**config.mk**
```make
export PLATFORM = sky130hd
export DESIGN_NAME = mem_arbiter
export DESIGN_NICKNAME = d
export VERILOG_FILES = /design/src/rtl/cache_definition.sv /design/src/rtl/rr_arbiter2.sv /design/src/rtl/mem_arbiter.sv
export SDC_FILE = /design/constraint.sdc
export NUM_CORES = 1
export LEC_CHECK = 0
export BUFFER_PORTS_ARGS = -buffer_cell sky130_fd_sc_hd__buf_4
export CAP_MARGIN = 25
export CORE_AREA = 2 2 115 117
export CTS_CLUSTER_SIZE = 25
export DETAILED_ROUTE_END_ITERATION = 10
export DIE_AREA = 0 0 117 119
export GPL_TIMING_DRIVEN = 0
export MAX_ROUTING_LAYER = met4
export PLACE_DENSITY = 0.58
export SYNTH_ARGS = -nofsm -noshare
export SYNTH_HDL_FRONTEND = slang
export SYNTH_HIERARCHICAL = 1
export SYNTH_SLANG_ARGS = --single-unit
```
**constraint.sdc**
```tcl
create_clock -name clk -period 2.4 [get_ports clk]
set_clock_uncertainty 0.15 [all_clocks]
set_input_delay 0.24 -clock clk [delete_from_list [all_inputs] [get_ports clk]]
set_output_delay 0.24 -clock clk [all_outputs]
set_load 0.005 [all_outputs]
```
**src/rtl/cache_definition.sv**
```systemverilog
// Shared cache <-> memory types and constants used by the cache controllers,
// the memory arbiter and the ram32 controller.
package cache_definition;

   // Default watchdog budget for a granted transaction waiting on memory ready.
   localparam int unsigned TIMEOUT_CYCLES_DEFAULT = 255;

   localparam logic RW_READ  = 1'b0;
   localparam logic RW_WRITE = 1'b1;

   typedef struct packed {
      logic        valid;
      logic        rw;
      logic [31:0] addr;
      logic [31:0] data;
   } cache_to_mem_type;

   typedef struct packed {
      logic        ready;
      logic [31:0] data;
   } mem_to_cache_type;

   typedef enum logic [1:0] {
      IDLE,
      GRANT0,
      GRANT1
   } arb_state_type;

   // Watchdog width: enough to hold the threshold, never narrower than 8 bits.
   function automatic int unsigned wdog_width(input int unsigned timeout);
      int unsigned w;
      w = $clog2(timeout + 1);
      return (w < 8) ? 8 : w;
   endfunction

endpackage

```
**src/rtl/rr_arbiter2.sv**
```systemverilog
// Two-input round-robin pick: a lone requester wins, a tie goes to rr_ptr_i.
module rr_arbiter2 (
   input  logic valid0_i,
   input  logic valid1_i,
   input  logic rr_ptr_i,
   output logic gnt_valid_o,
   output logic gnt_idx_o
);

   // Combinational winner selection.
   always_comb begin
      gnt_valid_o = valid0_i | valid1_i;
      gnt_idx_o   = (valid0_i & valid1_i) ? rr_ptr_i : valid1_i;
   end

endmodule

```
**src/rtl/mem_arbiter.sv**
```systemverilog
// Arbitrates the I-cache and D-cache request ports onto the single ram32
// controller port, with round-robin fairness and a per-grant watchdog.
module mem_arbiter
   import cache_definition::*;
#(
   parameter int unsigned TIMEOUT_CYCLES = TIMEOUT_CYCLES_DEFAULT
) (
   input  logic             clk,
   input  logic             rst,
   input  cache_to_mem_type req0_to_mem,
   input  cache_to_mem_type req1_to_mem,
   output mem_to_cache_type mem_to_req0,
   output mem_to_cache_type mem_to_req1,
   output cache_to_mem_type arb_to_mem,
   input  mem_to_cache_type mem_to_arb,
   output logic             timeout_err
);

   localparam int unsigned CntW = wdog_width(TIMEOUT_CYCLES);
   // Value the counter holds during the last permitted wait cycle.
   localparam logic [CntW-1:0] CntLast = CntW'(TIMEOUT_CYCLES - 1);

   arb_state_type   state_q, state_d;
   logic            rr_q, rr_d;
   logic [CntW-1:0] cnt_q, cnt_d;
   logic            terr_q, terr_d;

   logic gnt_valid, gnt_idx;
   logic cur_valid, cur_idx;

   rr_arbiter2 u_rr (
      .valid0_i    (req0_to_mem.valid),
      .valid1_i    (req1_to_mem.valid),
      .rr_ptr_i    (rr_q),
      .gnt_valid_o (gnt_valid),
      .gnt_idx_o   (gnt_idx)
   );

   // Next-state: grant selection, completion, protocol-drop and watchdog abort.
   always_comb begin
      state_d   = state_q;
      rr_d      = rr_q;
      cnt_d     = cnt_q;
      terr_d    = 1'b0;
      cur_idx   = (state_q == GRANT1);
      cur_valid = cur_idx ? req1_to_mem.valid : req0_to_mem.valid;
      unique case (state_q)
         IDLE: begin
            cnt_d = '0;
            if (gnt_valid) begin
               state_d = gnt_idx ? GRANT1 : GRANT0;
            end
         end
         GRANT0, GRANT1: begin
            if (!cur_valid) begin
               // Requester walked away: abandon without touching fairness.
               state_d = IDLE;
            end else if (mem_to_arb.ready) begin
               state_d = IDLE;
               rr_d    = ~cur_idx;
            end else if (cnt_q == CntLast) begin
               state_d = IDLE;
               rr_d    = ~cur_idx;
               terr_d  = 1'b1;
            end else begin
               cnt_d = cnt_q + 1'b1;
            end
         end
         default: state_d = IDLE;
      endcase
   end

   // Output mux driven by the registered grant; everything idles at zero.
   always_comb begin
      arb_to_mem  = '0;
      mem_to_req0 = '0;
      mem_to_req1 = '0;
      unique case (state_q)
         GRANT0: begin
            arb_to_mem        = req0_to_mem;
            mem_to_req0.ready = mem_to_arb.ready & req0_to_mem.valid;
            mem_to_req0.data  = mem_to_arb.data;
         end
         GRANT1: begin
            arb_to_mem        = req1_to_mem;
            mem_to_req1.ready = mem_to_arb.ready & req1_to_mem.valid;
            mem_to_req1.data  = mem_to_arb.data;
         end
         default: ;
      endcase
   end

   assign timeout_err = terr_q;

   // State registers with asynchronous active-low reset.
   always_ff @(posedge clk or negedge rst) begin
      if (!rst) begin
         state_q <= IDLE;
         rr_q    <= 1'b0;
         cnt_q   <= '0;
         terr_q  <= 1'b0;
      end else begin
         state_q <= state_d;
         rr_q    <= rr_d;
         cnt_q   <= cnt_d;
         terr_q  <= terr_d;
      end
   end

endmodule

```
==> results of run 1 <==
what timing repair did:
| item | CTS | global route |
|---|---|---|
| hold endpoints to repair | 12 | 0 |
| setup endpoints to repair | 90 | 70 |
| gates resized for setup | 13 | 24 |
| hold buffers | 1 | 0 |
| buffers inserted | 0 | 0 |
layout make-up:
class                   count  area [µm²]
well taps                 176       220.2
clock buffers               3       75.07
repair buffers            300        2255
multi-input cells         255        1764
fillers                  1363        8074
inverters                   6       22.52
diodes                      1       2.502
flip-flops and latches     12       300.3
plain buffers              29       161.4
cell usage after synthesis (all sizes together):
| library cell | number |
|---|---|
| mux2 | 1 |
| a22oi | 66 |
| and2 | 65 |
| clkbuf | 23 |
| o2bb2ai | 1 |
| nor3 | 2 |
| a211o | 2 |
| a31oi | 1 |
| and3 | 8 |
| a211oi | 1 |
| nand2b | 4 |
| nor2b | 68 |
| dfrtp | 12 |
| nand2 | 1 |
| ha | 6 |
| buf | 7 |
| a21oi | 3 |
| o211ai | 1 |
| inv | 6 |
| nor3b | 1 |
| a21boi | 1 |
| nand3 | 5 |
| or2 | 2 |
| nand4b | 1 |
| nor2 | 2 |
| and4 | 1 |
| nand3b | 1 |
| o21ai | 7 |
| mux2i | 4 |
path summary, 6_finish.rpt:
path                                  end  slack (ns)  cells past startpoint
min in group clk               state_q[1]        0.25                      4
max                        arb_to_mem[16]        0.11                      7
max reg2reg                      cnt_q[6]        0.37                      7
max in group asynchronous     timeout_err        1.71                      2
min                              cnt_q[6]        0.24                      2
min reg2reg                          rr_q        0.37                      2
per-layer routing:
layer  track usage  up-vias  wire [µm]  part of all wire
met5             -        -          0                 0
met2        0.2905      195       6032              0.52
met4       0.02500        0        142             0.012
met1        0.1745     1589       4605              0.39
li1              -     1672          -                 -
met3       0.01374       12        883             0.076
metrics by stage:
step / utilization / TNS, ns
finish: 0.3729 / 0
CTS: 0.3705 / 0
global placement: 0.3625 / -5.398
floorplan: - / 0
detailed placement: 0.3625 / -7.585
global route: 0.3727 / -0.002208
registers in the layout, summed over array words and instances (netlist names):
name	flops
state_q	2
rr_q	1
timeout_err	1
cnt_q	8
power breakdown:
group	switching, mW	leakage (nW)	internal, mW	total, mW
Sequential	0.0308	0.160	0.237	0.267
Clock	0.0861	0.0370	0.217	0.303
Combinational	1.38	2.22	1.59	2.97
Total	1.50	2.42	2.04	3.54
worst max-delay path: stages, from the launching register on:
cell and delay (ns):
dfrtp_1 0.41, inv_1 0.12, ha_2 0.23, buf_4 0.20, buf_4 0.20, a22oi_1 0.11
nor2b_1 0.23, buf_4 0.15
cell families (layout without fill, tap and decap cells):
family / after synthesis / after routing
AOI/OAI and AO/OA: 83 / 83
adders and majority gates: 6 / 6
buffers and inverters: 36 / 338
DFF: 12 / 12
muxes: 5 / 5
other: 0 / 1
and+or+nand+nor: 161 / 161
==> reports/results.ini, run 1 <==
[drt]
drc = 0
vias_per_cell = 4.435
dr.first_iter.drc_count = 152
firstDrtPassIters = 6
via_count = 3468
wl_mm = 11.66
avgRoutedWirePerCell_um = 14.91
ant_nets = 0

[placement]
dp_slack_ns = -0.2854
portBuffers = 299
place_congestion = 0.7871
post_dp_cell_area_mm2 = 0.004667
post-place-cells = 778
post-dp-hpwl_mm = 9.943

[sta]
worst_pin_slew_ns = 0.4528
finalSetupViolations = 0
period_share = 0.9561
worst_slack_ns = 0.1053
max_freq_ghz = 0.4358
relSlewSlack = 0.6981
post-route-min-period_ns = 2.295
drv_slew = 0
holdWs_ns = 0.2354
hold_violations = 0

[global_route]
grt_use_total = 0.1532
grt_pass1_vias = 3334
antenna_found_initial = 0
grt_pass1_wl_mm = 16.50
gr-total-overflow = 0
grt_max_degree = 13

[worst_setup_path]
startpoint_type = flop
arrival_ns = 1.90
reg2reg_from = state_q[0]
critical_path_class = flop to output pin
crit_fanout = 10
endpoint_kind = output pin
cp.required_ns = 2.01
cp-startpoint = state_q[0]

[finish]
final_area_mm2 = 0.004801
final_cell_mix = 302 x buf_4, 67 x nor2b_1, 66 x a22oi_1
final_common_cell = buf_4
nets = 780
drive_above_1_share = 0.5521
layoutNonFillerInstCount = 782
synthToLayoutAreaGrowth_pct = 118.0

[yosys]
synth-xor-area-share = 0
synthMuxAreaShare = 0.02500
yosys.area_share.simple = 0.4557
synth_cells = 303
synth_top_area_cell = a22oi_1
synth_top_family_by_area = simple AND/OR/NAND/NOR gates
yosys_warnings = 6
syn_area_mm2 = 0.002202
yosysSeqAreaShare = 0.1364
ys_seq_elements = 12
synth-compound-area-share = 0.2784
synthTopCellsByArea = a22oi_1 23%, nor2b_1 19%, and2_1 18%
synth_area_per_cell_um2 = 7.268
synth_top_area_share = 0.2250
ys_types = 36
syn_nets = 476
synth_adder_area_share = 0.03409

[floorplanning]
die_area_mm2 = 0.01392
die_h_um = 119
initial_core_util = 0.1710
pin_count = 300
rows = 42
die_w_um = 117
core_mm2 = 0.01287

[cts]
h-tree-depth = 1
cts_tree = yes
numCtsBuffers = 3
clk_latency_ns = 0.24
clk_pin_slew_worst_paths_ns = 0.04
cts_max_path_buffers = 2
cts_sinks = 12
root_buffer = clkbuf_16

[pwr]
power.leakage_nw = 2.420
power.total_mw = 3.536
ir_drop_mv = 0.2898
power.density_mw_per_mm2 = 736.6

[job]
cap_violations = 0

[worst_hold_path]
hold_path_class = input pin to async pin

[run_status]
status = completed

Note: power is estimated with default switching activity, not from simulation.
==> inputs of run 2 (changes only) <==
- BUFFER_PORTS_ARGS: -buffer_cell sky130_fd_sc_hd__buf_4 -> -buffer_cell sky130_fd_sc_hd__buf_2
==> run 2 against run 1 <==
Die area is the same. Sequential cell count is the same. Setup slack gained 0.027 ns. Cell count is the same. Critical endpoint unchanged.
==> reports/results.ini, run 2 (synthesis gave the netlist of run 1 again) <==
[floorplanning]
core_mm2 = 0.01287  ; unchanged
die_area_mm2 = 0.01392  ; unchanged
pin_count = 300  ; unchanged
die_w_um = 117  ; unchanged
rows = 42  ; unchanged
initial_core_util = 0.1710  ; unchanged
die_h_um = 119  ; unchanged

[worst_setup_path]
slowest_stage = dfrtp_1  ; unchanged
endpoint_kind = output pin  ; unchanged
critical_path_class = flop to output pin  ; unchanged
startpoint_type = flop  ; unchanged
crit_fanout = 10  ; unchanged
crit_chain = inv_1 > ha_2 > buf_4 > clkbuf_4 > a22oi_1 > nor2b_1 > buf_2  ; was inv_1 > ha_2 > buf_4 > buf_4 > a22oi_1 > nor2b_1 > buf_4
cp.required_ns = 2.01  ; about the same
max_stage_delay_ns = 0.41  ; about the same
arrival_ns = 1.88  ; was 1.90 ns

[finish]
postLayoutCoreUtil = 0.3155  ; was 0.3729
largest_register = cnt_q  ; unchanged
drive_above_1_share = 0.5495  ; was 0.5521
reg.largest.list = cnt_q x8, state_q x2  ; unchanged
diodes = 0  ; was 1
largest_register_ffs = 8  ; unchanged
nets = 780  ; unchanged
layoutNonFillerInstCount = 782  ; unchanged
synthToLayoutAreaGrowth_pct = 84.43  ; was 118.0%
final_cell_mix = 303 x buf_2, 66 x a22oi_1, 66 x nor2b_1  ; was 302 x buf_4, 67 x nor2b_1, 66 x a22oi_1
final_common_cell = buf_2  ; was buf_4

[cts]
root_buffer = clkbuf_16  ; unchanged
clk_latency_ns = 0.24  ; about the same
postCtsSetupBuffers = 0  ; unchanged
h-tree-depth = 1  ; unchanged
clk_pin_slew_worst_paths_ns = 0.04  ; about the same
cts_sinks = 12  ; unchanged
numCtsBuffers = 3  ; unchanged
cts_tree = yes  ; unchanged
cts_max_path_buffers = 2  ; unchanged

[global_route]
grt_pass1_wl_mm = 15.07  ; was 16.50 mm
grt_max_degree = 13  ; unchanged
gr-total-overflow = 0  ; unchanged
grt_pass1_vias = 2992  ; was 3334
grt_use_total = 0.1398  ; was 0.1532
antenna_found_initial = 0  ; unchanged

[placement]
post-place-cells = 778  ; unchanged
place_congestion = 0.7858  ; was 0.7871
post-dp-hpwl_mm = 8.848  ; was 9.943 mm
portBuffers = 299  ; unchanged

[pwr]
ir_drop_mv = 0.2302  ; was 0.2898 mV
power.density_mw_per_mm2 = 781.7  ; was 736.6 mW/mm²
power.total_mw = 3.175  ; was 3.536 mW
power.leakage_nw = 2.276  ; was 2.420 nW

[drt]
ant_nets = 0  ; unchanged
firstDrtPassIters = 4  ; was 6
drc = 0  ; unchanged
wl_mm = 10.58  ; was 11.66 mm
vias_per_cell = 4.311  ; was 4.435
avgRoutedWirePerCell_um = 13.52  ; was 14.91 µm
dr.first_iter.drc_count = 121  ; was 152
via_count = 3371  ; was 3468

[job]
cap_violations = 0  ; unchanged

[worst_hold_path]
hold_path_class = input pin to flop  ; was input pin to async pin

[sta]
finalSetupViolations = 0  ; unchanged
grt_setup_unrepaired = true
relSlewSlack = 0.6758  ; was 0.6981
drv_slew = 0  ; unchanged
worst_pin_slew_ns = 0.4864  ; was 0.4528 ns
period_share = 0.9450  ; was 0.9561
max_freq_ghz = 0.4409  ; was 0.4358 GHz
holdWs_ns = 0.2750  ; was 0.2354 ns
post-route-min-period_ns = 2.268  ; was 2.295 ns
hold_violations = 0  ; unchanged

[run_status]
status = completed  ; unchanged

-- run 2: area by class of cell --
class / count / area (µm²)
plain buffers: 29 / 158.9
clock buffers: 4 / 88.84
fillers: 1410 / 8813
inverters: 6 / 22.52
multi-input cells: 255 / 1764
flip-flops and latches: 12 / 300.3
well taps: 176 / 220.2
repair buffers: 300 / 1506
-- run 2: per-layer routing --
metal,wire length (µm),vias to the layer above,GRT usage
met2,5348,186,0.2576
met3,798,6,0.01018
met4,50,0,0.01397
met1,4379,1505,0.1708
li1,-,1674,-
met5,0,-,-
-- run 2: power breakdown --
group / internal (mW) / total, mW / switching [mW]
clock network: 0.251 / 0.336 / 0.0847
logic: 1.25 / 2.57 / 1.33
registers: 0.236 / 0.267 / 0.0305
total: 1.73 / 3.17 / 1.44
-- run 2: what timing repair did --
action / in CTS / in global routing
hold endpoints to repair: 12 / 0
hold buffers: 1 / 0
resized for setup: 10 / 26
gates cloned: 0 / 0
endpoints found under the setup margin: 97 / 71
-- run 2: metrics by stage --
| step | cell area, µm² | setup slack (ns) | setup TNS, ns |
|---|---|---|---|
| 2_1_floorplan | 2202 | 0.5356 | 0 |
| 3_3_place_gp | 3919 | -0.2608 | -7.014 |
| 3_5_place_dp | 3919 | -0.2916 | -7.981 |
| 4_1_cts | 4033 | 0.01293 | 0 |
| 5_1_grt | 4061 | -0.01940 | -0.05490 |
| 6_report | 4061 | 0.1319 | 0 |
-- run 2: final timing paths --
kind	slack, ns	end	depth (start not counted)	from
max in group asynchronous	1.58	state_q[0]	2	rst
worst min register to register	0.37	rr_q	2	rr_q
worst max-delay path	0.13	arb_to_mem[16]	7	state_q[0]
worst min-delay path	0.27	state_q[1]	4	req0_to_mem[65]
min in group asynchronous	0.29	cnt_q[1]	2	rst
worst max register to register	0.36	cnt_q[6]	7	state_q[0]
-- run 2: worst max-delay path: cells and delay by family, from the launching register on --
kind | cells | cell delay, ns
AO/OA/AOI/OAI | 1 | 0.12
adder cells (fa/ha/maj) | 1 | 0.23
buffers and inverters | 4 | 0.70
flip-flops | 1 | 0.41
AND/OR/NAND/NOR | 1 | 0.19
